File: src/rtl/div_issue_ctrl_pkg.sv
// Shared op codes, divider handshake constants and issue FSM states.
// Imported by the divide issue controller and its bench.
package div_issue_ctrl_pkg;

  localparam logic [4:0]  ALU_NOP        = 5'b00000;
  localparam logic [4:0]  DIV_CONTROL    = 5'b01010;
  localparam logic [4:0]  DIVU_CONTROL   = 5'b01011;

  localparam logic        DivStart       = 1'b1;
  localparam logic        DivStop        = 1'b0;
  localparam logic        DivResultReady = 1'b1;
  localparam logic [31:0] ZeroWord       = 32'h0;

  typedef enum logic [1:0] {
    S_IDLE  = 2'd0,
    S_BUSY  = 2'd1,
    S_DRAIN = 2'd2
  } div_state_e;

  function automatic logic is_div(input logic [4:0] op);
    return (op == DIV_CONTROL) || (op == DIVU_CONTROL);
  endfunction

endpackage

File: src/rtl/div_issue_ctrl.sv
// Divide issue/hold/drain controller between EX and the multi-cycle divider.
// Optional DIV_ZERO_TRAP_EN traps zero divisors instead of issuing them.
module div_issue_ctrl
  import div_issue_ctrl_pkg::*;
(
  input  logic        clk,
  input  logic        rst,
  input  logic [4:0]  op_i,
  input  logic [31:0] reg1_i,
  input  logic [31:0] reg2_i,
  input  logic        flush_i,
  input  logic [63:0] div_result_i,
  input  logic        div_ready_i,
  output logic [4:0]  div_op_o,
  output logic [31:0] div_opdata1_o,
  output logic [31:0] div_opdata2_o,
  output logic        div_start_o,
  output logic        div_annul_o,
  output logic        stallreq_o,
  output logic        whilo_o,
`ifdef DIV_ZERO_TRAP_EN
  output logic        div_zero_exc_o,
`endif
  output logic [31:0] hi_o,
  output logic [31:0] lo_o
);

  div_state_e  r_state;
  logic [4:0]  r_op;
  logic [31:0] r_opd1;
  logic [31:0] r_opd2;

  logic w_div;
  logic w_zero;
  logic w_issue;
  logic w_done;

  assign w_div = is_div(op_i);
`ifdef DIV_ZERO_TRAP_EN
  assign w_zero = (reg2_i == ZeroWord);
`else
  assign w_zero = 1'b0;
`endif
  assign w_issue = (r_state == S_IDLE) & w_div & ~flush_i & ~w_zero;
  assign w_done  = flush_i | (div_ready_i == DivResultReady);

  always_ff @(posedge clk or negedge rst) begin
    if (!rst) begin
      r_state <= S_IDLE;
      r_op    <= ALU_NOP;
      r_opd1  <= ZeroWord;
      r_opd2  <= ZeroWord;
    end else begin
      unique case (r_state)
        S_IDLE: begin
          if (w_issue) begin
            r_state <= S_BUSY;
            r_op    <= op_i;
            r_opd1  <= reg1_i;
            r_opd2  <= reg2_i;
          end
        end
        S_BUSY: begin
          if (w_done) r_state <= S_DRAIN;
        end
        S_DRAIN: r_state <= S_IDLE;
        default: r_state <= S_IDLE;
      endcase
    end
  end

  // Reset gates every output so nothing leaks from live EX inputs.
  always_comb begin
    div_op_o      = ALU_NOP;
    div_opdata1_o = ZeroWord;
    div_opdata2_o = ZeroWord;
    div_start_o   = DivStop;
    div_annul_o   = flush_i & rst;
    stallreq_o    = 1'b0;
    whilo_o       = 1'b0;
    hi_o          = ZeroWord;
    lo_o          = ZeroWord;
`ifdef DIV_ZERO_TRAP_EN
    div_zero_exc_o = rst & (r_state == S_IDLE) & w_div & ~flush_i & w_zero;
`endif
    if (rst) begin
      unique case (r_state)
        S_IDLE: begin
          if (w_issue) begin
            div_op_o      = op_i;
            div_opdata1_o = reg1_i;
            div_opdata2_o = reg2_i;
            div_start_o   = DivStart;
            stallreq_o    = 1'b1;
          end
        end
        S_BUSY: begin
          div_op_o      = r_op;
          div_opdata1_o = r_opd1;
          div_opdata2_o = r_opd2;
          if (flush_i) begin
            div_start_o = DivStop;
          end else if (div_ready_i == DivResultReady) begin
            whilo_o = 1'b1;
            hi_o    = div_result_i[63:32];
            lo_o    = div_result_i[31:0];
          end else begin
            div_start_o = DivStart;
            stallreq_o  = 1'b1;
          end
        end
        S_DRAIN: begin
          div_op_o      = r_op;
          div_opdata1_o = r_opd1;
          div_opdata2_o = r_opd2;
          stallreq_o    = w_div;
        end
        default: ;
      endcase
    end
  end

endmodule

File: config.mk
export PLATFORM = sky130hd
export DESIGN_NAME = div_issue_ctrl
export DESIGN_NICKNAME = d
export VERILOG_FILES = /design/src/rtl/div_issue_ctrl_pkg.sv /design/src/rtl/div_issue_ctrl.sv
export SDC_FILE = /design/constraint.sdc
export NUM_CORES = 1
export LEC_CHECK = 0
export ABC_AREA = 1
export BUFFER_PORTS_ARGS = -buffer_cell sky130_fd_sc_hd__buf_2
export CORE_ASPECT_RATIO = 0.75
export CORE_MARGIN = 2
export CORE_UTILIZATION = 35
export DETAILED_ROUTE_END_ITERATION = 8
export PLACE_DENSITY = 0.74
export SETUP_SLACK_MARGIN = 0.4
export SKIP_LAST_GASP = 1
export SYNTH_ARGS = -nofsm -noshare
export SYNTH_HDL_FRONTEND = slang
export SYNTH_SLANG_ARGS = --single-unit
File: constraint.sdc
create_clock -name clk -period 1.8 [get_ports clk]
set_clock_uncertainty 0.15 [all_clocks]
set_input_delay 0.09 -clock clk [delete_from_list [all_inputs] [get_ports clk]]
set_output_delay 0.09 -clock clk [all_outputs]
set_load 0.05 [all_outputs]
==> impl_results.md, run 1 <==
- Crit path time final: 2320 ps
- Distinct cell type count after synthesis: 17
- Kind of critical path: flip-flop to primary output
- Critical Path End Type: primary output
- Leakage: 4.61 nW
- Number of cells after detailed placement: roughly 1100
- First-pass GRT wire length: 27300 um
- Setup Slack @ Placement: -149 ps
- Vias in the first global route: 5289
- DRC: 0
- Clock sinks: ~70
- H-Tree Level Count: 3
- Status: finished, violations left
- Final Slew Violations: 0
- Failing checks: hold timing, setup timing
- Clk Latency, worst-skew pair: 320 ps
- Synth top area share: 0.425
- Post-Synthesis Cells: 626
- Bufs and invs on worst path: 6
- GRT overflow: 0
- RePlAce Congestion: 0.798
- Setup TNS: -56630 ps
- Drt wl/cell: 19.2 um
- 1st-pass router iterations: 5
- Largest net degree at the start of global routing: 53
- Yosys warnings: 0
- Final worst-path cycle share: 1.29
- 1st-iter DRT viols: 367
- Worst slew margin: 0.798
- Clock tree buffer depth: 2
- Peak VDD IR: 0.943 mV
- Overall Power: 11.7 mW
- Global-route usage over all layers: 0.268
- DRT antenna net count: 0
- CP max-delay cell: dfrtp_1
- # setup viols final: 159
- Die H: 98.6 um
- R2r setup slk: -440 ps
- Crit-path max cell delay: about 400 ps
- Top cells by area, synth: dfrtp_1, nand2_1, nand4_1, a21oi_1, inv_1
- Width of the die: 130 um
- Vias per inst: 5.23
- Fmax: 0.430 GHz
- Hold path cells: 3
- Critical-path cell list: inv_2 -> ha_4 -> inv_2 -> nor2_4 -> buf_12 -> buf_12 -> buf_16 -> nand4_1 -> a21oi_2 -> buf_6
- Sequential area share after synthesis: 0.425
- #FFs+latches synth: 71
- Initial Util: 0.360
- IO Pins: 274
- Unrepaired setup endpoints after global routing: true
- Final worst slack: -524 ps
- Fraction of layout cells with a size suffix above 1: 0.554
- Area leader, netlist: dfrtp_1
- Cell area after synthesis: 0.00418 mm^2
- Worst path required time: 1560 ps
- Clock-pin slew on the worst setup and hold paths: 60 ps
- CP Launch Type: flip-flop
- CTS root buf: clkbuf_16
- Final hold vios: 35
- CTS tree: done
- Area delta synth->final: 121%
- FP Rows: 34
- CTS buffer count: 9
- Worst R2R Path Depth: 14
- Total wire length: 22000 um
- Stages on the worst setup path: 10
- Critical path fanouts, max: 5
- DP HPWL: 11500 um
- Max Cap Viol: 0
- Syn Area/Cell: around 6.7 um^2
- CP arrival: 2080 ps
- Worst-margin pin slew: 302 ps
- PD cells: 1270 mW/mm^2
- Min-delay worst type: input pin to flip-flop
- Nets: 1120
- Count of input and output buffers: 273
- Die footprint: 0.0128 mm^2
- Post-Syn Nets: 767
- Core area: ~0.012 mm^2
- Initial antenna violation count: 1
- WHS: -94.5 ps
- Via count: 5998
- Post-Layout Cell Count: 1146
- Critical path's top delay family: buffers and inverters
final timing paths:
path,to,startpoint
hold reg to reg,r_op[2],r_op[2]
hold / removal,r_opd2[28],reg2_i[28]
max in group asynchronous,r_opd2[28],rst
setup reg to reg,r_opd1[16],r_state[1]
setup / recovery,div_opdata1_o[16],r_state[1]
min in group asynchronous,r_opd2[11],rst
metal layers:
layer | vias to the layer above | routed length, um | GRT usage | share of wire
met2 | 363 | 11000 | 0.456 | 0.50
met1 | 2862 | 7940 | 0.338 | 0.36
met5 | - | 0 | 0 | 0
met3 | 80 | 2060 | 0.0689 | 0.094
li1 | 2693 | - | - | -
met4 | 0 | 964 | 0.0753 | 0.044
report_power, final:
group	switching (mW)	leakage (nW)	internal, mW
logic	4.21	3.56	2.90
clock network	0.703	0.144	1.15
registers	0.442	0.912	2.32
total	5.36	4.61	6.37
registers in the layout, indices dropped and copies added (netlist names):
register / count
r_op: 5
r_state: 2
r_opd1: 32
r_opd2: 32
Yosys cell counts:
cell type  instances
nor2_2             2
buf_1              4
ha_1               4
nand3_2            1
dfrtp_1           71
nor2_4             1
buf_2              8
clkbuf_1          34
inv_1             81
nand3_1            7
o22ai_1            2
nand2_1          210
a21oi_1           63
nor2_1            70
nand4_1           63
inv_2              2
o21ai_0            3
placed cells by master (no fill, tap or decap), types with 5 or more instances in the layout:
cell / synthesis / layout
dfrtp_1: 71 / 71
a21oi_1: 63 / 10
buf_6: 0 / 126
buf_2: 8 / 135
nand2_1: 210 / 196
nand3_1: 7 / 7
buf_8: 0 / 18
nand4_1: 63 / 63
nor2_4: 1 / 69
a21oi_4: 0 / 18
buf_4: 0 / 65
buf_16: 0 / 8
clkbuf_16: 0 / 18
buf_12: 0 / 20
inv_1: 81 / 76
dlygate4sd3_1: 0 / 5
a21oi_2: 0 / 35
nand2_2: 0 / 10
cell type report:
class	count	area, um^2
diodes	1	2.50
inverters	83	324
flip-flops and latches	71	1780
fillers	726	2370
repair buffers	388	3770
clock buffers	11	253
multi-input cells	426	2860
clock inverters	4	53.8
well taps	162	203
cell families (layout without fill, tap and decap cells):
group,Yosys count,after routing,share of synthesized area
buffers and inverters,129,486,0.118
AND/OR/NAND/NOR,354,354,0.362
other,0,1,0
adder cells (fa/ha/maj),4,4,0.0120
AO/OA/AOI/OAI,68,68,0.0821
flip-flops,71,71,0.425
worst min-delay path, delay by kind of cell:
kind,cells,cell delay [ps]
and+or+nand+nor,2,160
buffers and inverters,1,100
stage by stage:
step	cell area, um^2	util	hold WS (ps)
2_1_floorplan	5020	-	-356
3_3_place_gp	6890	0.593	-31.8
3_5_place_dp	6890	0.593	-14.8
4_1_cts	8090	0.697	-114
5_1_grt	9240	0.796	-86.5
6_report	9240	0.796	-94.5
timing repair:
item | CTS | global route
setup buffers | 30 | 17
resized for setup | 154 | 257
pin swaps | 5 | 28
endpoints found under the hold margin | 127 | 87
setup endpoints to repair | 207 | 208
hold buffers | 4 | 2
gates cloned | 5 | 10
Note: power is estimated with default switching activity, not from simulation.
==> run 2, diff against run 1 <==
--- a/config.mk
+++ b/config.mk
@@ -6,13 +6,13 @@
 export NUM_CORES = 1
 export LEC_CHECK = 0
 export ABC_AREA = 1
-export BUFFER_PORTS_ARGS = -buffer_cell sky130_fd_sc_hd__buf_2
 export CORE_ASPECT_RATIO = 0.75
 export CORE_MARGIN = 2
 export CORE_UTILIZATION = 35
 export DETAILED_ROUTE_END_ITERATION = 8
-export PLACE_DENSITY = 0.74
-export SETUP_SLACK_MARGIN = 0.4
+export DONT_BUFFER_PORTS = 1
+export PLACE_DENSITY = 0.54
+export SETUP_SLACK_MARGIN = 0.1
 export SKIP_LAST_GASP = 1
 export SYNTH_ARGS = -nofsm -noshare
 export SYNTH_HDL_FRONTEND = slang
==> run 2 against run 1 <==
Against the previous run: setup slack worse by 38 ps; combinational power is 7.5% higher; cell count is 5.8% lower; highest routed layer unchanged; critical path depth is 1 lower; clock-buffer cell count stayed put; first-iteration DRC count is 18% lower; design area is 11% higher; sequential share of layout area is 2.0 points lower; total power is 6.1% higher; register-to-register slack better by 50 ps; the flow still finishes with violations (hold timing, setup timing); routed wire length is 6.4% higher; sequential cell count stayed put.
==> impl_results.md, run 2 (synthesis gave the netlist of run 1 again) <==
- Status: finished, violations left
- Failing checks: hold timing, setup timing
- Worst slew margin: 0.683 (-0.115)
- Width of the die: 130 um (unchanged)
- 1st-iter DRT viols: 302 (-18%)
- DP HPWL: 11600 um (+0.72%)
- Worst-margin pin slew: 474 ps (+172 ps)
- Switch Pwr: 5.86 mW (+9.5%)
- Nets: 1054 (-5.9%)
- CP max-delay cell: dfrtp_1
- Total wire length: 23400 um (+6.4%)
- Core area: 0.0116 mm^2 (unchanged)
- CTS root buf: clkbuf_16
- Commonest cells after routing, fill and taps aside: nand2_1, buf_12, buf_4
- Via count: 5845 (-2.6%)
- CP arrival: 2120 ps (+40 ps)
- Clock-pin slew on the worst setup and hold paths: 60 ps (about the same)
- RR Endpoint: r_state[0]
- Switching Share: 0.472 (+0.0149)
- Fmax: 0.423 GHz (-1.6%)
- WHS: -704 ps (-610 ps)
- CTS buffer count: 9 (unchanged)
- Clock sinks: 71 (unchanged)
- First-pass GRT wire length: 30700 um (+12%)
- Crit path time final: 2360 ps (+38.3 ps)
- Fraction of layout cells with a size suffix above 1: 0.559 (+0.00501)
- H-Tree Level Count: 3 (unchanged)
- Die H: 98.6 um (unchanged)
- Post-Layout Cell Count: 1080 (-5.8%)
- Drt wl/cell: 21.6 um (+13%)
- IO Pins: 274 (unchanged)
- Crit path from: r_state[1]
- Reg2reg start: r_state[1]
- Critical Path End Type: primary output
- PD cells: 1210 mW/mm^2 (-4.8%)
- Largest net degree at the start of global routing: 75 (+42%)
- RePlAce Congestion: 0.807 (+1.2%)
- Count of input and output buffers: 0 (-100%)
- Clk Latency, worst-skew pair: 330 ps (about the same)
- Unrepaired setup endpoints after global routing: true
- Leakage: 4.55 nW (-1.4%)
- CTS tree: done
- Vias in the first global route: 5859 (+11%)
- GRT overflow: 0 (unchanged)
- Initial Util: 0.360 (unchanged)
- # setup viols final: 199 (+25%)
- Die footprint: 0.0128 mm^2 (unchanged)
- Final core utilization: 0.887 (+0.0909)
- Final hold vios: 71 (+100%)
- Peak VDD IR: 1.02 mV (+7.9%)
- Max Cap Viol: 0 (unchanged)
- CP Launch Type: flip-flop
- Worst R2R Path Depth: 14 (unchanged)
- Fraction of power consumed by sequential logic: 0.245 (+0.009)
- Critical path fanouts, max: 15 (+10)
- DRT antenna net count: 0 (unchanged)
- Hold Buf Count CTS: 63 (+59)
- Most common cell after layout, fill and taps aside: nand2_1
- Final Slew Violations: 0 (unchanged)
- Area delta synth->final: 147%
- 1st-pass router iterations: 5 (unchanged)
- Biggest regs: r_opd1: 32 flops, r_opd2: 32 flops, r_op: 5 flops
- Crit path to: div_opdata1_o[25]
- Worst path required time: 1560 ps (about the same)
- Cell-internal power: 6.57 mW (+3.1%)
- R2r setup slk: -390 ps (+50 ps)
- Combinational Power Share: 0.614 (+0.007)
- FP Rows: 34 (unchanged)
- Critical-path cell list: inv_2 -> ha_4 -> inv_4 -> nor2_4 -> buf_12 -> buf_16 -> nand4_1 -> a21oi_2 -> buf_6
- Final worst-path cycle share: 1.31 (+0.0213)
- Number of cells after detailed placement: 942 (-11%)
- Clock share of power: 0.141 (-0.017)
- Vias per inst: 5.41 (+3.4%)
- Clock tree buffer depth: 2 (unchanged)
- Initial antenna violation count: 1 (unchanged)
- Min-delay worst type: input pin to asynchronous set/reset pin
- Final worst slack: -562 ps (-38.3 ps)
- Global-route usage over all layers: 0.308 (+0.0401)
- Crit-path max cell delay: 400 ps (about the same)
- DRC: 0 (unchanged)
- Kind of critical path: flip-flop to primary output
[run 2: cell type report]
type	count	area, um^2
Antenna cell	1	2.50
Clock buffer	11	233
Clock inverter	4	47.5
Fill cell	509	1310
Inverter	83	323
Multi-Input combinational cell	428	3440
Sequential cell	71	1780
Tap cell	162	203
Timing Repair Buffer	320	4270
[run 2: what timing repair did]
item,CTS,global route
endpoints found under the hold margin,135,71
pin swaps,31,41
cloned,13,2
setup endpoints to repair,200,207
setup buffers,33,16
gates resized for setup,156,149
[run 2: power by group through the flow]
stage	Clock (mW)	Combinational [mW]	Sequential [mW]
2_1_floorplan	0	3.56	2.63
3_3_place_gp	0	5.44	2.68
3_5_place_dp	0	5.54	2.71
4_1_cts	1.74	6.57	2.80
5_1_grt	1.84	7.95	3.10
6_report	1.75	7.64	3.05
[run 2: metal layers]
layer / share of wire / vias up / global-route usage / routed length [um]
met3: 0.066 / 77 / 0.0689 / 1550
met4: 0.040 / 0 / 0.120 / 944
met5: 0 / - / 0 / 0
li1: - / 2565 / - / -
met2: 0.54 / 337 / 0.555 / 12500
met1: 0.36 / 2866 / 0.355 / 8360
[run 2: worst min-delay path by stage]
stage	start	to	slack, ps	cells past startpoint
after CTS	rst	r_opd1[16]	-710	0
final	rst	r_opd1[16]	-700	0
after floorplan	rst	r_op[0]	-360	0
after detailed placement	rst	r_opd1[16]	-350	0
after global placement	rst	r_opd1[16]	-350	0
after global routing	rst	r_opd1[17]	-710	0
[run 2: through the flow]
stage | setup WS [ps] | TNS [ps] | instance area, um^2 | power (mW)
floorplan | -506 | -24920 | 4870 | 6.19
global placement | -70.8 | -3360 | 7550 | 8.13
detailed placement | -133 | -11110 | 7550 | 8.26
CTS | -419 | -60610 | 9620 | 11.1
global route | -596 | -89680 | 10300 | 12.9
finish | -562 | -79590 | 10300 | 12.4
[run 2: worst max-delay path, delay by kind of cell (launching register included)]
family | cells | cell delay [ps]
fa+ha+maj | 1 | 160
buf+inv | 5 | 640
flops | 1 | 400
compound gates | 1 | 250
simple gates | 2 | 330
